$ cat config.mk
export PLATFORM = sky130hd
export DESIGN_NAME = alu_op_sequencer
export DESIGN_NICKNAME = d
export VERILOG_FILES = /design/src/rtl/alu_op_sequencer.sv
export SDC_FILE = /design/constraint.sdc
export NUM_CORES = 1
export LEC_CHECK = 0
export ABC_AREA = 1
export CAP_MARGIN = 20
export CORE_MARGIN = 1
export CORE_UTILIZATION = 59
export DETAILED_ROUTE_END_ITERATION = 10
export PLACE_DENSITY_LB_ADDON = 0.15
export RECOVER_POWER = 25
export SLEW_MARGIN = 0
export SYNTH_ARGS = -nofsm -noshare
export SYNTH_HDL_FRONTEND = slang
export SYNTH_SLANG_ARGS = --single-unit
$ cat constraint.sdc
create_clock -name clk -period 3.4 [get_ports clk]
set_input_delay 1.02 -clock clk [delete_from_list [all_inputs] [get_ports clk]]
set_output_delay 1.02 -clock clk [all_outputs]
set_load 0.005 [all_outputs]
$ cat src/rtl/alu_op_sequencer.sv
// Multi-cycle arithmetic sequencer: one command over valid/ready, single-cycle ADD/SUB,
// iterative shift-add MUL and restoring DIV/MOD, result held on a valid/ready output.
//
// state  | meaning
// IDLE   | cmd_ready high, waiting for a command
// EXEC   | iterating MUL/DIV/MOD, one step per clock
// DONE   | result held until res_ready
// HALTED | HALT accepted, frozen until reset
module alu_op_sequencer #(
  parameter int WIDTH = 16
) (
  input  logic             clk,
  input  logic             reset,
  input  logic             cmd_valid,
  output logic             cmd_ready,
  input  logic [3:0]       cmd_op,
  input  logic [WIDTH-1:0] cmd_a,
  input  logic [WIDTH-1:0] cmd_b,
  output logic             res_valid,
  input  logic             res_ready,
  output logic [WIDTH-1:0] res_data,
  output logic             res_zero,
  output logic             res_carry,
  output logic             res_err,
  output logic             busy,
  output logic             halted
);

  localparam int CW = $clog2(WIDTH + 1);
  localparam logic [3:0] OP_ADD  = 4'b0011;
  localparam logic [3:0] OP_SUB  = 4'b0101;
  localparam logic [3:0] OP_MUL  = 4'b0110;
  localparam logic [3:0] OP_DIV  = 4'b0111;
  localparam logic [3:0] OP_MOD  = 4'b1000;
  localparam logic [3:0] OP_HALT = 4'b1111;

  typedef enum logic [1:0] {S_IDLE, S_EXEC, S_DONE, S_HALTED} state_t;

  state_t           state;
  logic [3:0]       op_q;
  logic [WIDTH-1:0] b_q;
  logic [WIDTH-1:0] p_hi;
  logic [WIDTH-1:0] p_lo;
  logic [CW-1:0]    cnt;

  logic [WIDTH:0]   add_sum;
  logic [WIDTH-1:0] imm_data;
  logic             imm_carry, imm_err, go_exec, go_halt;

  logic [WIDTH:0]   mul_sum;
  logic [WIDTH-1:0] mul_hi_nxt, mul_lo_nxt;
  logic [WIDTH:0]   div_shift;
  logic [WIDTH-1:0] div_diff, div_hi_nxt, div_lo_nxt;
  logic             div_borrow;
  logic [WIDTH-1:0] fin_data;
  logic             fin_carry;

  always_comb begin
    add_sum   = {1'b0, cmd_a} + {1'b0, cmd_b};
    imm_data  = '0;
    imm_carry = 1'b0;
    imm_err   = 1'b0;
    go_exec   = 1'b0;
    go_halt   = 1'b0;
    case (cmd_op)
      OP_ADD: begin
        imm_data  = add_sum[WIDTH-1:0];
        imm_carry = add_sum[WIDTH];
      end
      OP_SUB: begin
        imm_data  = cmd_a - cmd_b;
        imm_carry = (cmd_a < cmd_b);
      end
      OP_MUL: go_exec = 1'b1;
      OP_DIV: begin
        if (cmd_b == '0) begin
          imm_data = '1;
          imm_err  = 1'b1;
        end else begin
          go_exec = 1'b1;
        end
      end
      OP_MOD: begin
        if (cmd_b == '0) begin
          imm_data = cmd_a;
          imm_err  = 1'b1;
        end else begin
          go_exec = 1'b1;
        end
      end
      OP_HALT: go_halt = 1'b1;
      default: imm_err = 1'b1;
    endcase
  end

  // p_hi/p_lo are shared: product high/low for MUL, remainder/quotient for DIV/MOD
  always_comb begin
    mul_sum    = {1'b0, p_hi} + (p_lo[0] ? {1'b0, b_q} : '0);
    mul_hi_nxt = mul_sum[WIDTH:1];
    mul_lo_nxt = {mul_sum[0], p_lo[WIDTH-1:1]};
    div_shift  = {p_hi, p_lo[WIDTH-1]};
    div_borrow = (div_shift < {1'b0, b_q});
    div_diff   = div_shift[WIDTH-1:0] - b_q;
    div_hi_nxt = div_borrow ? div_shift[WIDTH-1:0] : div_diff;
    div_lo_nxt = {p_lo[WIDTH-2:0], ~div_borrow};
    fin_carry  = 1'b0;
    case (op_q)
      OP_DIV:  fin_data = div_lo_nxt;
      OP_MOD:  fin_data = div_hi_nxt;
      default: begin
        fin_data  = mul_lo_nxt;
        fin_carry = |mul_hi_nxt;
      end
    endcase
  end

  always_ff @(posedge clk) begin
    if (reset) begin
      state     <= S_IDLE;
      cmd_ready <= 1'b1;
      res_valid <= 1'b0;
      res_data  <= '0;
      res_zero  <= 1'b0;
      res_carry <= 1'b0;
      res_err   <= 1'b0;
      busy      <= 1'b0;
      halted    <= 1'b0;
      op_q      <= '0;
      b_q       <= '0;
      p_hi      <= '0;
      p_lo      <= '0;
      cnt       <= '0;
    end else begin
      case (state)
        S_IDLE: begin
          if (cmd_valid) begin
            cmd_ready <= 1'b0;
            op_q      <= cmd_op;
            b_q       <= cmd_b;
            p_hi      <= '0;
            p_lo      <= cmd_a;
            cnt       <= CW'(WIDTH);
            if (go_halt) begin
              state  <= S_HALTED;
              halted <= 1'b1;
            end else if (go_exec) begin
              state <= S_EXEC;
              busy  <= 1'b1;
            end else begin
              state     <= S_DONE;
              res_valid <= 1'b1;
              res_data  <= imm_data;
              res_zero  <= (imm_data == '0);
              res_carry <= imm_carry;
              res_err   <= imm_err;
            end
          end
        end
        S_EXEC: begin
          cnt  <= cnt - 1'b1;
          p_hi <= (op_q == OP_MUL) ? mul_hi_nxt : div_hi_nxt;
          p_lo <= (op_q == OP_MUL) ? mul_lo_nxt : div_lo_nxt;
          if (cnt == CW'(1)) begin
            state     <= S_DONE;
            busy      <= 1'b0;
            res_valid <= 1'b1;
            res_data  <= fin_data;
            res_zero  <= (fin_data == '0);
            res_carry <= fin_carry;
            res_err   <= 1'b0;
          end
        end
        S_DONE: begin
          if (res_ready) begin
            state     <= S_IDLE;
            res_valid <= 1'b0;
            cmd_ready <= 1'b1;
          end
        end
        default: ;
      endcase
    end
  end

endmodule

==> impl_metrics.ini <==
[sta]
fin_crit_sh_pct = 93.4
slew_headroom_pct = 3.04
worst_pin_slew_ps = 1450
fin_ws_ps = 224
period_needed_ps = 3180
finalClockSkew_ps = 8.90
fmax_ghz = 0.315
holdWs_ps = 476
drv_slew = 0
final-setup-viol-count = 0
finalHoldViolations = 0

[setup_path]
cp.arrival_ps = 3410
critPathCaptureType = flip-flop
crit_chain = clkdlybuf4s50_1, buf_4, nor2_1, nand3_1, nor2_1, nand2_1, o21ai_1, nand3_1, nand2_1, nand3_1, inv_2, buf_12, nand3_1, o211ai_1, inv_1
cp_common_cell = nand3_1
critical-path-top-delay-family = simple AND/OR/NAND/NOR gates
cp.depth = 15
crit_fanout = 27
worstSetupPathType = in -> reg
cp_slowest_cell = clkdlybuf4s50_1
r2r_setup_slack_ps = 440
r2r.worst_path.cells = 18
cp.buffers_inverters = 5
reg2reg_from = p_lo[0]
crit_required_ps = 3630
startpoint = cmd_b[1]
setup.worst_path.start_class = primary input
r2r_end = res_carry
slowest_delay_ps = 460
cp-endpoint = res_data[14]

[min_path]
worstHoldPathType = reg -> reg

[power]
irDropWorstVdd_mv = 0.200
power_density_mw_per_mm2 = 412
power_mw = 4.23
leakage_nw = 5.41

[logic_synthesis]
ys_warn_count = 0
synthDistinctLibCells = 43
synth_flop_cell = dfxtp_1
post-synth-top-area-fraction_pct = 19.5
mappedNetlistArea_sq_mm = 0.00841
synth-edff-count = 0
synth.most_common_cell = nand2_1
synth.top_cells.by_count = 394 x nand2_1, 219 x inv_1, 133 x nand3_1
syn_nets = 1547
async_flop_share_pct = 0
yosysTopAreaCell = dfxtp_1
synthTopCellsByArea = dfxtp_1 20%, nand2_1 18%, ha_1 10%
netlist_instances = 1433
avgSynthCellArea_sq_um = 5.87
synth_seq_cells = 82
synth_seq_area_share_pct = 19.5

[place]
dp_slack_ps = -219
placed_area_sq_mm = 0.00990
hpwl_um = 21600
place_congestion = 0.972
portBuffers = 62

[cts]
htreeDepth = 3
cts_hold_buf = 0
clock_latency_ps = 340
numCtsBuffers = 9
cts_root_buffer = clkbuf_16
clock_path_buffers = 2
clock_sinks = 82
post-cts-setup-buffers = 0
cts-resized-gates = 0
cts_tree = done
clk_pin_slew_ps = 60

[die]
die_w_um = 121
die_h_um = 121
core_area_sq_mm = 0.0139
rows = 43
ioPinCount = 63
die_area_sq_mm = 0.0147
initial_utilization_pct = 60.6

[global_route]
grt_pass1_wl_um = 43600
first_global_vias = 9234
grt-ovfl-total = 0
antenna_found_initial = 0
track_usage_pct = 37.5
grt_max_degree = 46

[layout]
final_cell_area_sq_mm = 0.0103
final_core_util_pct = 74.0
num_antenna_cells = 0
area_delta_synth_final_pct = 22.2
num-nets-final = 1682
drive_above_1_share_pct = 9.92

[route]
drc_errors = 0
firstDrtPassIters = 6
wirelength_um = 26800
viasPerCell = 5.61
antenna_left = 0
vias = 9831
drt_iter0_markers = 911
wl_per_cell_um = 15.3

[run]
drv_cap = 0

[status]
status = finished clean
==> worst min-delay path: stages (launching register included) <==
cell,delay (ps)
dfxtp_1,330
a21oi_1,40
nor2_1,70
==> how the worst min path moves through the flow <==
stage               slack (ps)     from  depth (start not counted)  endpoint
global placement           450   halted                          2    halted
finish                     480   halted                          2    halted
global route               510  b_q[15]                          2   b_q[15]
CTS                        480   halted                          2    halted
detailed placement         460   halted                          2    halted
floorplan                  450  b_q[10]                          2   b_q[10]
==> power by group <==
group	internal, mW	total (mW)	leakage [nW]	switching (mW)
Sequential	1.12	1.23	0.673	0.113
Combinational	0.754	1.90	4.57	1.14
Clock	0.714	1.10	0.163	0.386
Total	2.58	4.23	5.41	1.64
==> placed cells by master (no fill, tap or decap), types with 14 or more instances in the layout <==
| cell | synthesis | routed |
|---|---|---|
| nor2_1 | 115 | 115 |
| nand3_1 | 133 | 130 |
| o21ai_0 | 62 | 61 |
| o22ai_1 | 14 | 14 |
| dfxtp_1 | 82 | 82 |
| a31oi_1 | 27 | 27 |
| inv_1 | 219 | 218 |
| ha_1 | 70 | 67 |
| clkdlybuf4s50_1 | 0 | 56 |
| a21oi_1 | 129 | 128 |
| nand4_1 | 15 | 15 |
| buf_4 | 1 | 111 |
| nand2_1 | 394 | 389 |
| o211ai_1 | 26 | 26 |
==> per-layer routing <==
layer | vias to the layer above | global-route usage [%] | wire length [um]
met3 | 61 | 3.95 | 1510
met5 | - | 0 | 0
met4 | 0 | 17.1 | 933
li1 | 4938 | - | -
met2 | 353 | 64.5 | 12700
met1 | 4479 | 46.8 | 11600
==> cell type report <==
class / instances / area [sq um]
Multi-Input combinational cell: 1073 / 5730
Fill cell: 1221 / 3610
Sequential cell: 82 / 1640
Timing Repair Buffer: 177 / 1490
Inverter: 225 / 845
Clock buffer: 10 / 229
Tap cell: 180 / 225
Clock inverter: 5 / 104
==> flip-flops by register name (all words and copies together), names as in the netlist, 2 cells and up <==
name	count
p_hi	16
p_lo	16
cnt	5
state	2
res_data	16
op_q	4
b_q	16
==> kinds of logic after synthesis <==
family,share of synthesized area (%)
flops,19.5
compound gates,19.4
xor+xnor,2.19
buf+inv,12.8
fa+ha+maj,11.4
simple gates,34.7
==> through the flow <==
| stage | instances | TNS [ps] |
|---|---|---|
| 2_1_floorplan | 1433 | 0 |
| 3_3_place_gp | 1737 | -376 |
| 3_5_place_dp | 1737 | -1010 |
| 4_1_cts | 1752 | 0 |
| 5_1_grt | 1752 | -0.0520 |
| 6_report | 1752 | 0 |
(Power assumes the default switching activity.)
==> variant, RTL diff (config.mk and constraints unchanged) <==
The 4 states of `state_t` get a one-hot encoding in 4 bits.
--- a/src/rtl/alu_op_sequencer.sv
+++ b/src/rtl/alu_op_sequencer.sv
@@ -36,3 +36,3 @@
 
-  typedef enum logic [1:0] {S_IDLE, S_EXEC, S_DONE, S_HALTED} state_t;
+  typedef enum logic [3:0] {S_IDLE = 4'b0001, S_EXEC = 4'b0010, S_DONE = 4'b0100, S_HALTED = 4'b1000} state_t;
 
Formal check against the unedited RTL: no difference found for any inputs over 4 cycles, from zero or initial values and one cycle with reset high; so few cycles prove little.
==> variant against the original RTL <==
- total power decreased by 10%
- synthesized cell count increased by 0.63%
- combinational power decreased by 18%
- routed wire length increased by 13%
- first-iteration DRC count increased by 35%
- sequential share of layout area about the same
- design area increased by 2.2%
- worst setup slack got worse by 97 ps
- sequential cell count increased by 2
- count of clock-buffer cells in the layout unchanged
- clock skew about the same
- non-clock buffer count increased by 7
- synthesized area increased by 1.1%
- critical path depth increased by 2
- largest cell class unchanged
- highest routed layer unchanged
==> variant: results (changes against the original RTL) <==
Parameter                              Value

Setup path
  Highest net fanout along the worst path ... 8 (-70%)
  R2R cell count ... 13 (-5)
  Arrival time at the worst endpoint ... 3510 ps (+100 ps)

Place
  Cell area after placement ... 0.01004 mm^2 (+1.4%)
  Last weighted congestion value of the routability-driven placer ... 1.074 (+10%)
  Worst-case setup slack after placement ... -245.0 ps (-25.64 ps)
  Placed wire-length estimate after detailed placement ... 23530 um (+8.8%)
  I/O Buffers ... 62 (unchanged)

Hold path
  Worst hold path stage count ... 2 (unchanged)
  Class of the most critical hold timing path ... reg2reg

Global routing
  Via count of the first global-routing pass ... 9741 (+5.5%)
  Number of antenna violations at the first check in global routing ... 0 (unchanged)
  Total GRT Usage ... 41.34% (+3.9 points)
  Global-route wire length before repair ... 47360 um (+8.6%)
  Maximum number of pins on one net before global-route repair ... 52 (+13%)

Status
  Status ... finished clean

Clock tree
  Clock transition at the register clock pins on the worst setup and hold paths after CTS ... 60 ps (about the same)
  CTS Buffer Depth ... 2 (unchanged)
  Clock insertion delay at the later pin of the skew report ... 350 ps
  Inserted Clock Buffers ... 9 (unchanged)
  CTS Root Buffer Type ... clkbuf_16

Route
  Total via count after detailed routing ... 10330 (+5.1%)
  DRT Pass-1 Iters ... 7 (+1)
  Detail Route Antenna Nets ... 0 (unchanged)
  Total length of routed wires ... 30190 um (+13%)
  Initial drt markers ... 1227 (+35%)

Synth
  Post-synth cell types ... 44 (+2.3%)
  Mean Syn Cell Area ... 5.891 um^2 (+0.43%)
  Main flop type after synthesis ... dfxtp_1
  Top post-synthesis cells by count ... nand2_1 (360), inv_1 (237), a21oi_1 (165), nand3_1 (135), o21ai_0 (92)
  Syn Nets ... 1552 (+0.32%)
  Sequential area share after synthesis ... 19.80% (+0.27 points)
  Leading post-synthesis cells by cell area ... dfxtp_1 (20%), nand2_1 (16%), inv_1 (10%)
  Synthesis Warnings ... 0 (unchanged)
  Async SR Flop Fraction ... 0% (unchanged)

Finish
  Layout cells sized above 1 ... 11.69% (+1.8 points)
  Filler cell count ... 1270 (+4.0%)
  Non-filler instance count after layout ... 1763 (+0.63%)
  Count of antenna diodes in the layout ... 0 (unchanged)
  NumNets Final ... 1688 (+0.36%)
  Layout Utilization ... 75.03% (+1.0 points)

STA
  Max-slew headroom ... 34.87% (+32 points)
  Setup Skew ... 9.219 ps (+0.3178 ps)

Pwr
  Peak VDD IR ... 0.2457 mV (+23%)
  Leakage power ... 5.421 nW (+0.26%)
variant: changes by cell type after synthesis, sizes merged, moves of 21 or more:
| cell | change |
|---|---|
| a31oi | -23 |
| o211ai | -21 |
| a21oi | +36 |
| nor2 | -26 |
| nand2 | -34 |
| o21ai | +29 |
variant: kinds of logic after synthesis:
group | Yosys count | share of synthesized area (%)
fa+ha+maj | 70 | 10.66
xor+xnor | 19 | 1.959
simple gates | 648 | 32.97
buf+inv | 301 | 13.76
flops | 84 | 19.80
compound gates | 320 | 20.86
variant: repair_timing:
action | 4_1_cts | 5_1_grt
setup buffers | 0 | 1
gates resized for setup | 0 | 38
setup endpoints to repair | 0 | 4
variant: layout make-up:
cell class	instances	area share (%)
multi-input combinational	1057	55.04
sequential	84	16.02
timing repair buffer	184	15.03
inverter	242	8.655
clock buffer	10	2.182
tap	180	2.146
clock inverter	6	0.9180
variant: report_power, final:
part	internal (mW)	total (mW)	switching, mW
clock	0.653	1.09	0.441
combinational	0.610	1.55	0.936
sequential	1.09	1.15	0.0620
variant: path summary, 6_finish.rpt:
path,slack [ps],endpoint,start
max,130,res_data[0],cmd_b[1]
max reg2reg,310,res_carry,p_lo[0]
min,450,res_valid,res_valid
min reg2reg,450,res_valid,res_valid
variant: metal layers:
layer / routed length [um] / up-vias / GRT usage (%)
li1: - / 4994 / -
met1: 12110 / 4714 / 50.01
met2: 13890 / 503 / 68.36
met3: 2469 / 118 / 6.742
met4: 1722 / 0 / 25.15
met5: 0 / - / 0
variant: critical path: stages:
cell and delay, ps:
clkdlybuf4s50_1 410, buf_4 170, nor2_1 90, nand3_1 90
nor2_1 310, nand2_1 170, inv_1 80, a21oi_1 50
nor2_1 100, inv_1 60, o21ai_0 200, nand2_1 150
nor2_4 130, inv_1 80, buf_4 170, a21oi_1 160
a21oi_1 80
